File: src/rtl/xt_hb_system_timer_pkg.sv
// xt_hb_system_timer_pkg: HB bus select strobes, system-timer word offsets and
// the word-decode helper shared by the timer and its decoder.
package xt_hb_system_timer_pkg;
   typedef struct packed {
      logic ren;
      logic wen;
   } sel_t;
   localparam logic [1:0] SYSTIMER_MTIME_LO    = 2'd0;
   localparam logic [1:0] SYSTIMER_MTIME_HI    = 2'd1;
   localparam logic [1:0] SYSTIMER_MTIMECMP_LO = 2'd2;
   localparam logic [1:0] SYSTIMER_MTIMECMP_HI = 2'd3;
   // {hit, word}: hit only for the four aligned offsets base+0/4/8/12
   function automatic logic [2:0] word_dec(input logic [7:0] addr, input logic [7:0] base);
      logic [7:0] d;
      d = addr - base;
      return {addr >= base && d[7:4] == 4'd0 && d[1:0] == 2'd0, d[3:2]};
   endfunction
endpackage

File: src/rtl/xt_hb_system_timer_if.sv
// xt_hb_system_timer_if: HB decoder-to-slave strobes, addresses and data.
interface xt_hb_system_timer_if;
   import xt_hb_system_timer_pkg::*;
   sel_t        hb_sel;
   logic [7:0]  hb_raddr;
   logic [7:0]  hb_waddr;
   logic [31:0] hb_wdata;
   logic [31:0] hb_rdata;
   modport master(output hb_sel, hb_raddr, hb_waddr, hb_wdata, input hb_rdata);
   modport slave(input hb_sel, hb_raddr, hb_waddr, hb_wdata, output hb_rdata);
endinterface

File: src/rtl/xt_hb_system_timer_divider.sv
// xt_tick_divider: prescaler; tick on the last count of each DIV-cycle period.
module xt_tick_divider #(
   parameter int DIV = 1
) (
   input  logic hb_clk,
   input  logic rst,
   output logic tick
);
   logic [15:0] r_cnt;
   assign tick = r_cnt == 16'(DIV - 1);
   always_ff @(posedge hb_clk or posedge rst)
      if (rst) r_cnt <= '0;
      else r_cnt <= tick ? '0 : r_cnt + 16'd1;
endmodule

File: src/rtl/xt_hb_system_timer.sv
// xt_hb_system_timer: 64-bit mtime/mtimecmp responder on the HB bus with
// coherent high-word shadow and registered machine-timer interrupt.
module xt_hb_system_timer
   import xt_hb_system_timer_pkg::*;
#(
   parameter logic [7:0] BASE_ADDR    = 8'd12,
   parameter int         PRESCALE_DIV = 1
) (
   input  logic                   hb_clk,
   input  logic                   rst,
   xt_hb_system_timer_if.slave    hb,
   output logic                   timer_irq
);
   logic        w_tick;
   logic [2:0]  w_rdec;
   logic [2:0]  w_wdec;
   logic        w_wr_lo;
   logic        w_wr_hi;
   logic        w_wr_clo;
   logic        w_wr_chi;
   logic [31:0] w_rword;
   logic [31:0] r_lo;
   logic [31:0] r_hi;
   logic [31:0] r_cmp_lo;
   logic [31:0] r_cmp_hi;
   logic [31:0] r_shadow;
   logic [31:0] r_rdata;
   logic        r_irq;

   xt_tick_divider #(.DIV(PRESCALE_DIV)) u_div (
      .hb_clk (hb_clk),
      .rst    (rst),
      .tick   (w_tick)
   );

   assign w_rdec   = word_dec(hb.hb_raddr, BASE_ADDR);
   assign w_wdec   = word_dec(hb.hb_waddr, BASE_ADDR);
   assign w_wr_lo  = hb.hb_sel.wen && w_wdec == {1'b1, SYSTIMER_MTIME_LO};
   assign w_wr_hi  = hb.hb_sel.wen && w_wdec == {1'b1, SYSTIMER_MTIME_HI};
   assign w_wr_clo = hb.hb_sel.wen && w_wdec == {1'b1, SYSTIMER_MTIMECMP_LO};
   assign w_wr_chi = hb.hb_sel.wen && w_wdec == {1'b1, SYSTIMER_MTIMECMP_HI};
   assign hb.hb_rdata = r_rdata;
   assign timer_irq   = r_irq;

   // HI reads come from the shadow so a LO-then-HI pair is one coherent sample
   always_comb
      w_rword = !w_rdec[2]                           ? 32'd0    :
                w_rdec[1:0] == SYSTIMER_MTIME_LO     ? r_lo     :
                w_rdec[1:0] == SYSTIMER_MTIME_HI     ? r_shadow :
                w_rdec[1:0] == SYSTIMER_MTIMECMP_LO  ? r_cmp_lo : r_cmp_hi;

   // A write owns its half; a LO write also blocks the carry into HI
   always_ff @(posedge hb_clk or posedge rst)
      if (rst) begin
         r_lo     <= '0;
         r_hi     <= '0;
         r_cmp_lo <= '1;
         r_cmp_hi <= '1;
         r_shadow <= '0;
         r_rdata  <= '0;
         r_irq    <= 1'b0;
      end else begin
         r_lo  <= w_wr_lo ? hb.hb_wdata : r_lo + 32'(w_tick);
         r_hi  <= w_wr_hi ? hb.hb_wdata : (!w_wr_lo && w_tick && &r_lo) ? r_hi + 32'd1 : r_hi;
         r_irq <= {r_hi, r_lo} >= {r_cmp_hi, r_cmp_lo};
         if (w_wr_clo) r_cmp_lo <= hb.hb_wdata;
         if (w_wr_chi) r_cmp_hi <= hb.hb_wdata;
         if (hb.hb_sel.ren) r_rdata <= w_rword;
         if (hb.hb_sel.ren && w_rdec == {1'b1, SYSTIMER_MTIME_LO}) r_shadow <= r_hi;
      end
endmodule
File: src/flat_wrapper.sv
// flat-port wrapper written by rule: the top's interface ports become plain ports
module xt_hb_system_timer_flat import xt_hb_system_timer_pkg::*;
#(
   parameter logic [7:0] BASE_ADDR    = 8'd12,
   parameter int         PRESCALE_DIV = 1
)
  (hb_clk, rst, timer_irq, hb_hb_sel, hb_hb_raddr, hb_hb_waddr, hb_hb_wdata, hb_hb_rdata);
  xt_hb_system_timer_if hb_i ();
  input  logic hb_clk;
  input  logic rst;
  output logic timer_irq;
  input wire logic [$bits(hb_i.hb_sel)-1:0] hb_hb_sel;
  input wire logic [$bits(hb_i.hb_raddr)-1:0] hb_hb_raddr;
  input wire logic [$bits(hb_i.hb_waddr)-1:0] hb_hb_waddr;
  input wire logic [$bits(hb_i.hb_wdata)-1:0] hb_hb_wdata;
  output wire logic [$bits(hb_i.hb_rdata)-1:0] hb_hb_rdata;
  assign hb_i.hb_sel = hb_hb_sel;
  assign hb_i.hb_raddr = hb_hb_raddr;
  assign hb_i.hb_waddr = hb_hb_waddr;
  assign hb_i.hb_wdata = hb_hb_wdata;
  assign hb_hb_rdata = hb_i.hb_rdata;
  xt_hb_system_timer #(.BASE_ADDR(BASE_ADDR), .PRESCALE_DIV(PRESCALE_DIV)) u_core (.hb_clk(hb_clk), .rst(rst), .hb(hb_i), .timer_irq(timer_irq));
endmodule
File: config.mk
export PLATFORM = sky130hd
export DESIGN_NAME = xt_hb_system_timer_flat
export DESIGN_NICKNAME = d
export VERILOG_FILES = /design/src/rtl/xt_hb_system_timer_pkg.sv /design/src/rtl/xt_hb_system_timer_if.sv /design/src/rtl/xt_hb_system_timer_divider.sv /design/src/rtl/xt_hb_system_timer.sv /design/src/flat_wrapper.sv
export SDC_FILE = /design/constraint.sdc
export NUM_CORES = 1
export LEC_CHECK = 0
export ABC_AREA = 1
export BUFFER_PORTS_ARGS = -buffer_cell sky130_fd_sc_hd__buf_4
export CORE_ASPECT_RATIO = 0.6
export CORE_UTILIZATION = 60
export CTS_CLUSTER_SIZE = 30
export DETAILED_ROUTE_END_ITERATION = 16
export PLACE_DENSITY_LB_ADDON = 0.05
export SLEW_MARGIN = 20
export SYNTH_ARGS = -nofsm -noshare
export SYNTH_HDL_FRONTEND = slang
export SYNTH_SLANG_ARGS = --single-unit
File: constraint.sdc
create_clock -name hb_clk -period 9.75 [get_ports hb_clk]
set_input_delay 0.4875 -clock hb_clk [delete_from_list [all_inputs] [get_ports hb_clk]]
set_output_delay 0.4875 -clock hb_clk [all_outputs]
set_load 0.02 [all_outputs]
==> impl_metrics.yaml, run 1 <==
status:
  outcome: "completed"
sta:
  tightest_slew_ns: 1.036
  fin_setup_tns_ns: 0
  final_hold_viol_count: 0
  rsz0062_at_grt: "no"
  fmax_mhz: 322.4
  hold_slack_ns: 0.1223
  period_share_pct: 31.81
  slew_headroom_pct: 30.79
  maxSlewViolCount: 0
  fin_crit_ns: 3.102
  setup_viol: 0
  fin_skew_ns: 0.01586
placed_design:
  gp_congestion: 0.9253
  port_buffers: 84
  dp.cells: 1918
  place_hpwl_microns: 28620
power:
  p_leak_nw: 6.389
  internal-power_w: 0.001568
  power.density_nw_per_um2: 162.0
  p_switching_w: 0.0006738
  p_seq_share_pct: 44.3
  comb_power_share_pct: 17.9
  switching_share_pct: 30.06
  p_clk_share_pct: 37.8
  ir_worst_vdd_mv: 0.1382
worst_setup_path:
  cp-end-kind: "register"
  startpoint: "u_core.r_lo[27]"
  path_delay_family: "simple AND/OR/NAND/NOR gates"
  startpoint_type: "register"
  critPathArrivalTime_ns: 3.52
  crit_path_max_incr_delay_ns: 0.74
  path_cells: "nand2_1, nor2_1, nand4_1, nor2_1, nand4_2, nand2_2, nand2_1, o21ai_2"
  cp_slowest_cell: "nand2_2"
  cp_max_fo: 24
  path_buf_inv: 0
  crit_type: "reg2reg"
  worstPathRequired_ns: 10.16
  r2r_start: "u_core.r_lo[27]"
yosys:
  syn_nets: 1739
  syn_area_per_cell_sq_um: 7.663
  synthArstFlopShare_pct: 100.0
  yosysTopAreaCellShare_pct: 29.26
  seq_area_frac_synth_pct: 42.83
  synth_edf_count: 0
  synth_commonest_cells: "nand2_1, inv_1, o21ai_0"
  yosys.area.top_type: "dfrtp_1"
  synth.distinct_cells: 39
  synth-seq-cells: 209
  synth_cells: 1618
  ys_warn_count: 0
  synthFlopType: "dfrtp_1"
  synth_area_sq_um: 12400
  synth.most_common_cell: "nand2_1"
  netlist_top_cells_area: "dfrtp_1, dfstp_2, nand2_1"
routing:
  detail_route.wl_per_cell_microns: 19.44
  via_per_inst: 5.925
  vias: 11583
  first_pass_iters: 5
  drcViolationCount: 0
  first_iter_violations: 1711
  routed_wl_microns: 38000
  detail-route-antenna-nets: 0
finish:
  fin_cells: 1955
  syn_to_final_growth_pct: 11.56
  fill_cells: 1685
  drive_above_1_share_pct: 12.60
  multi_input_area_sq_um: 6030
  fin_nets: 1789
  diodes: 0
  register_area_sq_um: 5310
  final_core_util_pct: 68.76
clocking:
  cts_tree: "built"
  clock_latency_ns: 0.51
  cts.path.max_buffers: 3
  cts_sinks: 209
  path_clk_slew_ns: 0.06
  postCtsSetupBuffers: 0
  cts-root-buf: "clkbuf_16"
  h-tree-depth: 1
  cts_buffers: 21
  cts_resized: 0
  ctsHoldBuffers: 0
grt:
  antenna_found_initial: 1
  grt_pass1_wl_microns: 58800
  grt_pass1_vias: 10156
  grtUsageTotal_pct: 36.38
  grt.overflow.total: 0
  grt_max_degree: 138
die:
  fp-row-count: 40
  ioPinCount: 85
  start_util_pct: 61.63
  die_area_sq_um: 21260
  die_w_microns: 187.6
  die_h_microns: 113.4
  core_sq_um: 20120
job:
  cap_violations: 0
hold_path:
  holdCritPathClass: "in2async"
==> cells in the final DEF, fill, tap and decap left out, types with 2 or more instances in the layout <==
cell type	Yosys	layout
dfstp_2	64	64
inv_1	204	203
ha_1	69	69
nand3_1	106	106
o221ai_1	31	31
nor3_1	25	25
and3b_1	2	2
o21ai_1	31	31
xnor2_1	13	13
or2_1	2	2
or2_2	3	3
nor4_1	3	3
nor2_4	1	2
nand4_1	24	24
buf_4	2	88
nor2_2	1	2
clkinvlp_4	0	2
o21ai_2	9	9
clkbuf_1	39	4
o21a_1	3	3
a21oi_1	63	63
nand2_1	418	418
nand2_2	5	4
dfrtp_1	145	145
clkbuf_8	0	3
o21bai_1	2	2
bufinv_16	0	3
clkinv_1	2	2
xor2_1	33	33
o21ai_0	182	182
clkinv_2	0	4
clkbuf_16	0	21
o211ai_1	3	3
nor2_1	106	104
==> layer usage <==
metal	vias to the layer above	global-route usage, %	part of all wire, %
met3	44	12.07	14
met2	662	44.99	36
met1	5458	59.91	48
met4	0	5.799	1.6
met5	-	0	0
li1	5419	-	-
==> cell families after synthesis <==
group	count (synthesis)	synth area share, %
compound gates	325	14.51
xor+xnor	46	3.249
fa+ha+maj	69	6.963
buf+inv	268	8.668
flops	209	42.83
simple gates	701	23.78
==> worst reg2reg max path, stage by stage, from the launching register on <==
cell and delay [ns]:
dfrtp_1 0.57, nand2_1 0.09, nor2_1 0.18, nand4_1 0.14, nor2_1 0.36, nand4_2 0.73
nand2_2 0.74, nand2_1 0.14, o21ai_2 0.08
==> flip-flops by register name (all words and copies together), names as in the netlist <==
register / cells
u_core.r_lo: 32
u_core.r_cmp_lo: 32
u_core.r_hi: 32
u_core.hb.hb_rdata: 32
u_core.timer_irq: 1
u_core.r_cmp_hi: 32
u_core.u_div.r_cnt: 16
u_core.r_shadow: 32
==> path summary, 6_finish.rpt <==
kind / cells after the start / slack (ns) / endpoint
max: 8 / 6.65 / u_core.r_hi[1]
min: 2 / 0.12 / u_core.hb.hb_rdata[3]
max reg2reg: 8 / 6.65 / u_core.r_hi[1]
min reg2reg: 1 / 0.47 / u_core.u_div.r_cnt[13]
max in group asynchronous: 3 / 8.12 / u_core.r_hi[30]
min in group hb_clk: 3 / 0.21 / u_core.r_hi[12]
==> power groups by stage <==
stage	Clock (W)	Combinational [W]	Sequential, W
after floorplan	0	0.000269	0.000986
after global placement	0	0.000380	0.00100
after detailed placement	0	0.000390	0.00100
after CTS	0.000857	0.000393	0.000989
after global routing	0.000890	0.000456	0.000998
final	0.000848	0.000401	0.000992
==> cell type report <==
cell class | instances | area share, %
clock buffer | 28 | 4.206
timing repair buffer | 88 | 4.776
sequential | 209 | 38.39
clock inverter | 9 | 0.9045
inverter | 207 | 5.671
multi-input combinational | 1141 | 43.59
tap | 273 | 2.469
==> through the flow <==
stage               area [sq um]  total power [W]  setup slack (ns)
floorplan                  12400         0.001255             3.659
global placement           13120         0.001383             6.491
detailed placement         13120         0.001393             6.295
CTS                        13820         0.002239             6.739
global route               13830         0.002344             6.428
finish                     13830         0.002241             6.648
Power figures use the tool's default switching activity.
==> run 2, diff against run 1 <==
--- a/config.mk
+++ b/config.mk
@@ -5,7 +5,7 @@
 export SDC_FILE = /design/constraint.sdc
 export NUM_CORES = 1
 export LEC_CHECK = 0
-export ABC_AREA = 1
+export ABC_AREA = 0
 export BUFFER_PORTS_ARGS = -buffer_cell sky130_fd_sc_hd__buf_4
 export CORE_ASPECT_RATIO = 0.6
 export CORE_UTILIZATION = 60
==> constraint.sdc (replaced) <==
create_clock -name hb_clk -period 3.1 [get_ports hb_clk]
set_input_delay 0.155 -clock hb_clk [delete_from_list [all_inputs] [get_ports hb_clk]]
set_output_delay 0.155 -clock hb_clk [all_outputs]
set_load 0.02 [all_outputs]
==> run 2 against run 1 <==
The flow now finishes with violations (design-rule violations). Clock power increased to 2.9 times the previous value. Critical path depth increased by 1. Non-clock buffer count increased by 53. Combinational power increased to 2.8 times the previous value. Sequential share of layout area increased by 1.6 points. First-iteration DRC count decreased by 56%. Sequential power increased to 3.2 times the previous value. Highest routed layer unchanged. Global-route usage decreased by 4.4 points. Largest power group unchanged. Via count decreased by 26%. Synthesized area decreased by 9.0%. Critical endpoint is now u_core.timer_irq.
==> impl_metrics.yaml, run 2 <==
status:
  outcome: "finished, violations left"
  violations: "design-rule violations"
finish:
  register_area_sq_um: 5310
  syn_to_final_growth_pct: 17.61
  fill_cells: 1349
  layout_commonest_cell: "dfrtp_1"
  final_core_util_pct: 72.71
  drive_above_1_share_pct: 25.70
  post-route-cell-area_sq_um: 13280
  multi_input_area_sq_um: 5505
  final_cell_mix: "dfrtp_1, nand2_1, buf_4"
  fin_nets: 1294
  diodes: 0
die:
  start_util_pct: 61.82
  die_area_sq_um: 19380
  core_sq_um: 18260
  die_w_microns: 179.1
  fp-row-count: 38
  die_h_microns: 108.2
  ioPinCount: 85
routing:
  routed_wl_microns: 29510
  vias: 8626
  first_pass_iters: 13
  first_iter_violations: 761
  via_per_inst: 6.045
  drcViolationCount: 18
  detail-route-antenna-nets: 0
  detail_route.wl_per_cell_microns: 20.68
power:
  p_seq_share_pct: 47.1
  p_switching_w: 0.001943
  ir_worst_vdd_mv: 0.3769
  p_leak_nw: 6.160
  comb_power_share_pct: 16.4
  internal-power_w: 0.004875
  p_clk_share_pct: 36.5
  p_total_w: 0.006819
  power.density_nw_per_um2: 513.6
  switching_share_pct: 28.50
grt:
  antenna_found_initial: 0
  grtUsageTotal_pct: 31.94
  grt_max_degree: 66
  grt.overflow.total: 0
  grt_pass1_vias: 8263
  grt_pass1_wl_microns: 46710
clocking:
  cts-root-buf: "clkbuf_16"
  cts_tree: "built"
  cts.path.max_buffers: 3
  path_clk_slew_ns: 0.06
  h-tree-depth: 1
  cts_buffers: 21
  clock_latency_ns: 0.51
  cts_sinks: 209
placed_design:
  placed_area_sq_um: 12300
  port_buffers: 84
  gp_congestion: 0.9087
  place_hpwl_microns: 20190
yosys:
  synthFlopType: "dfrtp_1"
  synth_commonest_cells: "dfrtp_1, nand2_1, inv_1"
  synth.most_common_cell: "dfrtp_1"
  syn_nets: 1178
  yosysTopAreaCellShare_pct: 32.15
  synth_cells: 1057
  syn_area_per_cell_sq_um: 10.68
  synth_edf_count: 0
  ys_warn_count: 0
  synthArstFlopShare_pct: 100.0
  netlist_top_cells_area: "dfrtp_1, dfstp_2, ha_1"
  seq_area_frac_synth_pct: 47.05
  synth-seq-cells: 209
  synth_area_sq_um: 11290
  synth.distinct_cells: 44
  yosys.area.top_type: "dfrtp_1"
worst_setup_path:
  startpoint: "u_core.r_cmp_lo[13]"
  r2r_start: "u_core.r_cmp_lo[13]"
  r2r-end: "u_core.timer_irq"
  startpoint_type: "register"
  r2r_cells: 9
  crit_path_end: "u_core.timer_irq"
  crit_type: "reg2reg"
  critPathArrivalTime_ns: 3.28
  worstPathRequired_ns: 3.53
  r2r_slack_ns: 0.25
  cp-end-kind: "register"
  cp_max_fo: 3
hold_path:
  holdCritPathClass: "in2reg"
sta:
  fin_setup_tns_ns: 0
  hold_slack_ns: 0.1976
  fin_crit_ns: 2.851
  fin_skew_ns: 0.01406
  fmax_mhz: 350.8
  maxSlewViolCount: 0
  period_share_pct: 91.95
  final_hold_viol_count: 0
  setup_viol: 0
  rsz0062_at_grt: "no"
  slew_headroom_pct: 37.94
  tightest_slew_ns: 0.9289
job:
  cap_violations: 0
-- run 2: cell types whose count changed in the layout (fill, tap and decap cells not counted), sizes merged, moves of 15 or more --
cell         delta
buf            +20
nor2           -49
xnor2          +26
mux4           +32
inv           -129
o221ai         -31
dlygate4sd3    +33
o21ai         -144
and3           +15
nand2         -312
mux2           +61
a22o           +32
nand3          -66
-- run 2: per-stage QoR --
step	std cells	setup WS, ns
after global placement	1357	0.3241
after global routing	1427	0.001334
after CTS	1427	0.1015
after detailed placement	1357	0.2156
after floorplan	1057	0.2830
final	1427	0.2495
-- run 2: worst min path at each step --
stage,endpoint,slack (ns),startpoint,cells after the start
final,u_core.r_hi[2],0.20,hb_hb_waddr[3],5
after global routing,u_core.r_hi[31],0.23,hb_hb_waddr[3],4
after CTS,u_core.r_hi[2],0.17,hb_hb_waddr[3],5
after detailed placement,u_core.r_shadow[10],0.40,rst,2
after global placement,u_core.r_cmp_hi[6],0.39,hb_hb_wdata[6],3
after floorplan,u_core.r_hi[2],0.26,hb_hb_wdata[2],2
-- run 2: per-layer routing --
metal | up-vias | routed length (microns) | track usage [%]
met5 | - | 0 | 0
met4 | 0 | 360 | 5.508
met3 | 33 | 2868 | 8.685
met2 | 375 | 11570 | 42.17
met1 | 4246 | 14710 | 51.88
li1 | 3972 | - | -
-- run 2: layout make-up --
type	instances	share of cell area, %
clock buffer	31	4.392
clock inverter	6	0.4430
inverter	76	2.177
multi-input combinational	724	41.47
sequential	209	40.00
tap	240	2.262
timing repair buffer	141	9.255
-- run 2: worst max-delay path, stage by stage (launching register included) --
cell       delay (ns)
dfstp_2          0.55
inv_1            0.05
ha_1             0.29
nand4_1          0.11
or2_2            0.35
a2111oi_1        0.55
nor4_1           0.12
a2111oi_0        0.47
a31oi_1          0.10
a21oi_1          0.17
-- run 2: kinds of logic (layout without fill, tap and decap cells) --
logic type | count (synthesis) | in the layout | synth area share (%)
mux | 95 | 95 | 12.65
xor+xnor | 75 | 75 | 5.820
compound gates | 181 | 181 | 9.655
buf+inv | 124 | 254 | 4.301
fa+ha+maj | 69 | 69 | 7.649
flops | 209 | 209 | 47.05
simple gates | 304 | 304 | 12.88
-- run 2: what timing repair did --
| action | CTS | global route |
|---|---|---|
| resized for setup | 0 | 1 |
| buffers inserted | 0 | 0 |
| endpoints found under the setup margin | 0 | 1 |
| endpoints found under the hold margin | 144 | 0 |
| hold buffers | 33 | 0 |
-- run 2: power groups by stage --
stage	sequential [W]	clock (W)	combinational (W)
after global placement	0.00323	0	0.00104
after CTS	0.00320	0.00251	0.00111
after detailed placement	0.00324	0	0.00106
after global routing	0.00323	0.00262	0.00125
final	0.00321	0.00249	0.00112
after floorplan	0.00316	0	0.000715
